===== config.mk =====
export PLATFORM = sky130hd
export DESIGN_NAME = uart_tx_byte
export DESIGN_NICKNAME = d
export VERILOG_FILES = /design/src/rtl/uart_tx_byte.sv
export SDC_FILE = /design/constraint.sdc
export NUM_CORES = 1
export LEC_CHECK = 0
export ABC_AREA = 1
export ABC_CLOCK_PERIOD_IN_PS = 1400
export BUFFER_PORTS_ARGS = -buffer_cell sky130_fd_sc_hd__buf_2
export CORE_UTILIZATION = 45
export CTS_CLUSTER_DIAMETER = 120
export DETAILED_ROUTE_END_ITERATION = 12
export GPL_TIMING_DRIVEN = 1
export PLACE_DENSITY = 0.7
export SKIP_CTS_REPAIR_TIMING = 1
export SYNTH_ARGS = -nofsm -noshare
export SYNTH_HDL_FRONTEND = slang
export SYNTH_SLANG_ARGS = --single-unit
export TNS_END_PERCENT = 30

===== constraint.sdc =====
create_clock -name FPGA_CLK -period 1.4 [get_ports FPGA_CLK]
set_input_delay 0.07 -clock FPGA_CLK [delete_from_list [all_inputs] [get_ports FPGA_CLK]]
set_output_delay 0.07 -clock FPGA_CLK [all_outputs]
set_load 0.005 [all_outputs]

===== src/rtl/uart_tx_byte.sv =====
// Byte-wide 8N1 UART transmitter with a valid/ready byte interface and registered outputs.
// Define UART_TX_PARITY_EN to insert an even-parity bit between the data bits and the stop bit.
module uart_tx_byte #(
    parameter int CLKS_PER_BIT = 217,
    parameter int CNT_W        = 16
) (
    input  logic       FPGA_CLK,
    input  logic       RST_N,
    input  logic [7:0] TX_DATA,
    input  logic       TX_VALID,
    output logic       TX_READY,
    output logic       TX_DONE,
    output logic       TX_BUSY,
    output logic       UART_TXD
);

`ifdef UART_TX_PARITY_EN
    typedef enum logic [2:0] {
        S_IDLE,
        S_START,
        S_DATA,
        S_PARITY,
        S_STOP
    } state_t;
`else
    typedef enum logic [2:0] {
        S_IDLE,
        S_START,
        S_DATA,
        S_STOP
    } state_t;
`endif

    localparam logic [CNT_W-1:0] CNT_LAST = CNT_W'(CLKS_PER_BIT - 1);

    state_t           state_q, state_d;
    logic [CNT_W-1:0] cnt_q, cnt_d;
    logic [2:0]       idx_q, idx_d;
    logic [7:0]       shift_q, shift_d;
    logic             txd_q, txd_d;
    logic             ready_q, ready_d;
    logic             busy_q, busy_d;
    logic             done_q, done_d;
`ifdef UART_TX_PARITY_EN
    logic             parity_q, parity_d;
`endif
    logic             bit_end;

    assign bit_end = (cnt_q == CNT_LAST);

    always_comb begin
        state_d = state_q;
        cnt_d   = cnt_q;
        idx_d   = idx_q;
        shift_d = shift_q;
        txd_d   = txd_q;
        ready_d = ready_q;
        busy_d  = busy_q;
        done_d  = 1'b0;
`ifdef UART_TX_PARITY_EN
        parity_d = parity_q;
`endif
        case (state_q)
            S_IDLE: begin
                cnt_d = '0;
                idx_d = '0;
                txd_d = 1'b1;
                if (TX_VALID && ready_q) begin
                    state_d = S_START;
                    shift_d = TX_DATA;
`ifdef UART_TX_PARITY_EN
                    parity_d = ^TX_DATA;
`endif
                    ready_d = 1'b0;
                    busy_d  = 1'b1;
                    txd_d   = 1'b0;
                end
            end
            S_START: begin
                cnt_d = bit_end ? '0 : cnt_q + CNT_W'(1);
                if (bit_end) begin
                    state_d = S_DATA;
                    idx_d   = '0;
                    txd_d   = shift_q[0];
                end
            end
            S_DATA: begin
                cnt_d = bit_end ? '0 : cnt_q + CNT_W'(1);
                if (bit_end) begin
                    shift_d = shift_q >> 1;
                    if (idx_q == 3'd7) begin
`ifdef UART_TX_PARITY_EN
                        state_d = S_PARITY;
                        txd_d   = parity_q;
`else
                        state_d = S_STOP;
                        txd_d   = 1'b1;
`endif
                    end else begin
                        idx_d = idx_q + 3'd1;
                        txd_d = shift_q[1];
                    end
                end
            end
`ifdef UART_TX_PARITY_EN
            S_PARITY: begin
                cnt_d = bit_end ? '0 : cnt_q + CNT_W'(1);
                if (bit_end) begin
                    state_d = S_STOP;
                    txd_d   = 1'b1;
                end
            end
`endif
            S_STOP: begin
                cnt_d = bit_end ? '0 : cnt_q + CNT_W'(1);
                // Returning to IDLE raises READY together with DONE, so a held VALID
                // transfers on the very next edge, leaving exactly one idle-high cycle.
                if (bit_end) begin
                    state_d = S_IDLE;
                    done_d  = 1'b1;
                    ready_d = 1'b1;
                    busy_d  = 1'b0;
                    txd_d   = 1'b1;
                end
            end
            default: begin
                state_d = S_IDLE;
                cnt_d   = '0;
                idx_d   = '0;
                txd_d   = 1'b1;
                ready_d = 1'b1;
                busy_d  = 1'b0;
            end
        endcase
    end

    always_ff @(posedge FPGA_CLK or negedge RST_N) begin
        if (!RST_N) begin
            state_q <= S_IDLE;
            cnt_q   <= '0;
            idx_q   <= '0;
            shift_q <= '0;
            txd_q   <= 1'b1;
            ready_q <= 1'b1;
            busy_q  <= 1'b0;
            done_q  <= 1'b0;
`ifdef UART_TX_PARITY_EN
            parity_q <= 1'b0;
`endif
        end else begin
            state_q <= state_d;
            cnt_q   <= cnt_d;
            idx_q   <= idx_d;
            shift_q <= shift_d;
            txd_q   <= txd_d;
            ready_q <= ready_d;
            busy_q  <= busy_d;
            done_q  <= done_d;
`ifdef UART_TX_PARITY_EN
            parity_q <= parity_d;
`endif
        end
    end

    assign UART_TXD = txd_q;
    assign TX_READY = ready_q;
    assign TX_BUSY  = busy_q;
    assign TX_DONE  = done_q;

endmodule


==> flow_summary.yaml, run 1 <==
outcome:
  status: "finished, violations left"
  failed_checks: "negative setup slack"
global_route:
  grt-ovfl-total: 0
  grt_pass1_wl_um: 6223
  grt_start_max_net_pins: 34
  grt_usage_pct: 19.74
  grt_pass1_vias: 1488
  antenna_found_initial: 0
clock_network:
  cts_tree: "done"
  cts.sink_count: 33
  cts_made_buffers: 5
  root_buffer: "clkbuf_8"
  clock_latency_ps: 290
  cts_max_path_buffers: 2
  path_clk_slew_ps: 60
  htree_levels: 2
logic_synthesis:
  synth_ff_type: "dfrtp_1"
  synth-adder-area-share_pct: 6.761
  syn_inst: 213
  synthSimpleGateAreaFrac_pct: 28.40
  yosysUniqueCellTypes: 28
  yosys_warnings: 0
  yosysMostFrequentCell: "nand2_1"
  ys_top_cells_by_count: "39 x nand2_1, 35 x nor2_1, 31 x dfrtp_1"
  synth_top_area_share_pct: 41.92
  synth-edff-count: 0
  syn_area_um2: 1851
  syn_avg_cell_area_um2: 8.688
  ys_ff_latch: 33
  synth_mux_area_share_pct: 3.245
  synth-compound-area-share_pct: 7.978
  yosys.area.top_type: "dfrtp_1"
  synth_top_family_by_area: "simple AND/OR/NAND/NOR gates"
  synthArstFlopShare_pct: 100.0
  synthTopCellsByArea: "dfrtp_1 42%, nand2_1 7.9%, nor2_1 7.1%"
  syn_nets: 234
  ys_seq_area_share_pct: 44.76
  synth_xor_area_share_pct: 3.313
sta:
  setup_ws_ps: -74.67
  holdWs_ps: 29.68
  slew_headroom_pct: 72.42
  min_period_over_period_pct: 105.3
  final-hold-violation-count: 0
  post-route-min-period_ps: 1475
  rsz0062_at_grt: "true"
  clock_skew_ps: 3.188
  worst_pin_slew_ps: 413.7
  max_freq_ghz: 0.6781
  setup_violations: 11
  slew_violations: 0
setup_path:
  crit_path_max_fanout: 4
  arrival_ps: 1690
  startpoint_type: "flop"
  critPathKind: "reg2reg"
  setup.worst_path.end_class: "flop"
  cp_data_required_time_ps: 1620
route:
  finalWirelength_um: 4012
  drt_first_pass_iters: 4
  ant_nets: 0
  avgRoutedWirePerCell_um: 12.78
  via_per_inst: 4.860
  drt_iter0_markers: 77
  drc: 0
  vias: 1526
finish:
  fill_cells: 320
  fin_nets: 286
  layout-drive-gt1-share_pct: 43.98
  post-route-util_pct: 65.45
  design_area_um2: 2486
  area_growth_pct: 34.35
  insertedDiodeCount: 0
die:
  ios: 15
  start_util_pct: 48.72
  dieArea_um2: 4373
  core_area_um2: 3799
  fp.dieH_um: 66.13
  rows: 22
  die_w_um: 66.13
power_and_ir_drop:
  ir_worst_vdd_uv: 525.8
  power.leakage_nw: 1.140
  powerDensity_nw_per_um2: 703.0
hold_path:
  holdCritPathClass: "in2reg"
place:
  numPortBuffers: 14
  placed_cell_area_um2: 2212
  dp_hpwl_um: 2706
  gp_congestion: 0.8246
run:
  cap_violations: 0
## path summary, 6_finish.rpt
kind / startpoint / to / slack (ps) / cells past startpoint
setup / recovery: state_q[1] / UART_TXD / -70 / 7
max in group asynchronous: RST_N / UART_TXD / 740 / 3
setup reg to reg: state_q[1] / UART_TXD / -70 / 7
hold reg to reg: TX_READY / TX_READY / 490 / 2
min in group asynchronous: RST_N / cnt_q[11] / 330 / 3
hold / removal: TX_DATA[7] / shift_q[7] / 30 / 3
## worst max-delay path: stages, from the launching register on
cell,delay (ps)
dfrtp_1,420
inv_2,100
ha_4,170
or2_4,250
o21ai_4,170
buf_6,130
nor2_1,40
a21oi_1,130
## stage by stage
step | setup slack [ps] | setup TNS (ps) | instances | total power, mW
2_1_floorplan | -27.85 | -116.8 | 213 | 0.9799
3_3_place_gp | -54.72 | -541.0 | 303 | 1.014
3_5_place_dp | -121.6 | -1307 | 303 | 1.015
4_1_cts | -136.6 | -1661 | 311 | 1.773
5_1_grt | -126.4 | -1451 | 314 | 1.824
6_report | -74.67 | -266.8 | 314 | 1.748
## logic make-up (layout without fill, tap and decap cells)
logic type | Yosys count | after routing
compound gates | 22 | 22
simple gates | 110 | 111
flops | 33 | 33
xor+xnor | 7 | 7
mux | 6 | 6
fa+ha+maj | 10 | 10
buf+inv | 25 | 77
## flip-flops by register name, summed over array words and instances (netlist names)
| register | count |
|---|---|
| cnt_q | 16 |
| shift_q | 8 |
| idx_q | 3 |
| state_q | 2 |
| TX_BUSY | 1 |
| TX_DONE | 1 |
| TX_READY | 1 |
| UART_TXD | 1 |
## layer usage
| layer | global-route usage, % | wire length, um | vias to the layer above |
|---|---|---|---|
| li1 | - | - | 786 |
| met3 | 4.655 | 95 | 10 |
| met4 | 10.90 | 102 | 0 |
| met5 | 0 | 0 | - |
| met2 | 34.57 | 2127 | 17 |
| met1 | 21.77 | 1687 | 713 |
## where the power goes
group	internal, mW	switching, mW
clock	0.401	0.349
combinational	0.0168	0.0271
sequential	0.954	0
total	1.37	0.376
## layout by cell type, fill, tap and decap left out, types with 3 or more instances in the layout
cell type | netlist | routed
nor2_4 | 2 | 3
nand3_1 | 10 | 8
nand2_1 | 39 | 28
nand4_1 | 3 | 3
inv_2 | 5 | 7
ha_2 | 0 | 3
ha_1 | 10 | 3
buf_2 | 1 | 14
o21ai_2 | 9 | 9
a21oi_1 | 5 | 3
dfrtp_1 | 31 | 30
nor2_1 | 35 | 33
nand2_2 | 6 | 16
buf_4 | 0 | 31
xor2_1 | 7 | 7
ha_4 | 0 | 4
mux2i_1 | 6 | 6
o21ai_1 | 6 | 5
inv_1 | 17 | 14
nand2_4 | 2 | 3
clkbuf_8 | 0 | 6
## final cells by class
class	count	area, um2	area share (%)
clock buffers	8	90.09	3.624
inverters	22	85.08	3.422
multi-input cells	156	1097	44.14
flip-flops and latches	33	829.5	33.37
well taps	48	60.06	2.416
repair buffers	47	324.1	13.03
(Power assumes the default switching activity.)
==> run 2: changes to the inputs <==
--- a/config.mk
+++ b/config.mk
@@ -8,12 +8,12 @@
 export ABC_AREA = 1
 export ABC_CLOCK_PERIOD_IN_PS = 1400
 export BUFFER_PORTS_ARGS = -buffer_cell sky130_fd_sc_hd__buf_2
-export CORE_UTILIZATION = 45
-export CTS_CLUSTER_DIAMETER = 120
+export CORE_UTILIZATION = 52
 export DETAILED_ROUTE_END_ITERATION = 12
 export GPL_TIMING_DRIVEN = 1
-export PLACE_DENSITY = 0.7
+export PLACE_DENSITY = 0.79
 export SKIP_CTS_REPAIR_TIMING = 1
+export SKIP_LAST_GASP = 1
 export SYNTH_ARGS = -nofsm -noshare
 export SYNTH_HDL_FRONTEND = slang
 export SYNTH_SLANG_ARGS = --single-unit
==> flow_summary.yaml, run 2 (synthesized netlist as in run 1, its figures left out) <==
finish:
  fin_nets: 293
  reg_top3: "cnt_q (16), shift_q (8), idx_q (3)"
  largest_register: "cnt_q"
  insertedDiodeCount: 0
  final_cell_mix: "37 x buf_4, 32 x nor2_1, 30 x dfrtp_1"
  largest_reg_flops: 16
  area_growth_pct: 34.55
  mostFrequentLayoutCell: "buf_4"
  post-route-util_pct: 74.03
  fill_cells: 264
  layout-drive-gt1-share_pct: 45.05
clock_network:
  cts_made_buffers: 5
  cts_max_path_buffers: 2
  htree_levels: 2
  cts_tree: "done"
  path_clk_slew_ps: 100
  root_buffer: "clkbuf_4"
  cts.sink_count: 33
  clock_latency_ps: 350
run:
  cap_violations: 0
sta:
  setup_violations: 17
  post-route-min-period_ps: 1503
  worst_pin_slew_ps: 416.8
  clock_skew_ps: 7.725
  setup_ws_ps: -103.2
  slew_headroom_pct: 72.21
  final-hold-violation-count: 0
  rsz0062_at_grt: "true"
  holdWs_ps: 16.02
  slew_violations: 0
  max_freq_ghz: 0.6653
  min_period_over_period_pct: 107.4
die:
  dieArea_um2: 3801
  start_util_pct: 55.02
  rows: 21
  core_area_um2: 3363
  die_w_um: 61.66
  ios: 15
  fp.dieH_um: 61.66
setup_path:
  reg2reg_setup_slack_ps: -100
  cp_data_required_time_ps: 1640
  worstPathCellList: "inv_4 > ha_4 > buf_4 > inv_2 > or2_2 > nand4_1 > nand2_1"
  crit_slowest_cell: "dfrtp_2"
  arrival_ps: 1740
  crit_path_max_fanout: 5
  crit_family: "simple AND/OR/NAND/NOR gates"
  critPathKind: "reg2reg"
  critPathMaxStageDelay_ps: 470
  rr_startpoint: "state_q[0]"
  startpoint_type: "flop"
  setup.worst_path.end_class: "flop"
  worstRegToRegCells: 7
  r2r_end: "state_q[1]"
  cp_num_buf_inv: 3
hold_path:
  holdCritPathClass: "in2reg"
  whs_path_depth: 3
  hold_end: "shift_q[4]"
  hp-start: "TX_DATA[4]"
global_route:
  grt_usage_pct: 22.06
  grt-ovfl-total: 0
  antenna_found_initial: 0
  grt_start_max_net_pins: 34
  grt_pass1_vias: 1428
  grt_pass1_wl_um: 5920
place:
  numPortBuffers: 14
  dp_hpwl_um: 2693
  gp_congestion: 0.9212
route:
  finalWirelength_um: 4593
  via_per_inst: 5.141
  drt_first_pass_iters: 4
  drt_iter0_markers: 97
  avgRoutedWirePerCell_um: 14.40
  drc: 0
  vias: 1640
  ant_nets: 0
outcome:
  status: "finished, violations left"
  failed_checks: "negative setup slack"
power_and_ir_drop:
  powerDensity_nw_per_um2: 635.9
  ir_worst_vdd_uv: 432.3
  power.leakage_nw: 1.146
run 2: cell types whose count changed in the layout (fill, tap and decap cells not counted), moves of 3 or more:
cell,before,now
buf_4,31,37
clkbuf_4,0,5
clkbuf_8,6,1
nand2_2,16,20
nand2_1,28,25
run 2: per-stage QoR:
stage | area [um2] | std cells | setup TNS (ps) | total power [mW] | worst slack (ps)
3_3_place_gp | 2225 | 303 | -547.4 | 1.014 | -54.77
4_1_cts | 2283 | 311 | -1976 | 1.592 | -131.4
2_1_floorplan | 1869 | 213 | -116.8 | 0.9799 | -27.85
5_1_grt | 2490 | 319 | -2514 | 1.653 | -150.6
6_report | 2490 | 319 | -1040 | 1.583 | -103.2
3_5_place_dp | 2225 | 303 | -1509 | 1.015 | -114.3
run 2: layer usage:
metal	up-vias	routed length [um]	share of wire, %	global-route usage (%)
met4	0	145	3.2	10.48
li1	802	-	-	-
met1	769	1706	37	25.33
met3	13	230	5.0	6.303
met5	-	0	0	0
met2	56	2511	55	37.79
run 2: cell type report:
cell class / count / area (um2) / share of cell area (%)
multi-input combinational: 156 / 1080 / 43.37
sequential: 33 / 829.5 / 33.32
timing repair buffer: 54 / 379.1 / 15.23
inverter: 22 / 85.08 / 3.417
clock buffer: 8 / 58.81 / 2.362
tap: 46 / 57.56 / 2.312
run 2: power breakdown:
part	total [mW]	internal, mW	leakage, nW	switching [mW]
Combinational	0.0475	0.0189	0.661	0.0286
Sequential	0.953	0.953	0.453	0
Clock	0.583	0.248	0.0326	0.335
run 2: worst max-delay path by stage:
stage	startpoint	end	slack (ps)	cells after the start
floorplan	cnt_q[0]	shift_q[6]	-30	10
global placement	cnt_q[0]	shift_q[3]	-50	9
detailed placement	cnt_q[0]	shift_q[3]	-110	9
CTS	cnt_q[0]	shift_q[3]	-130	9
global route	state_q[0]	state_q[1]	-150	7
finish	state_q[0]	state_q[1]	-100	7
run 2: worst reg2reg max path, cell delays in order, from the launching register on:
cell and delay, ps:
dfrtp_2 470, inv_4 110, ha_4 170, buf_4 120
inv_2 50, or2_2 310, nand4_1 110, nand2_1 70
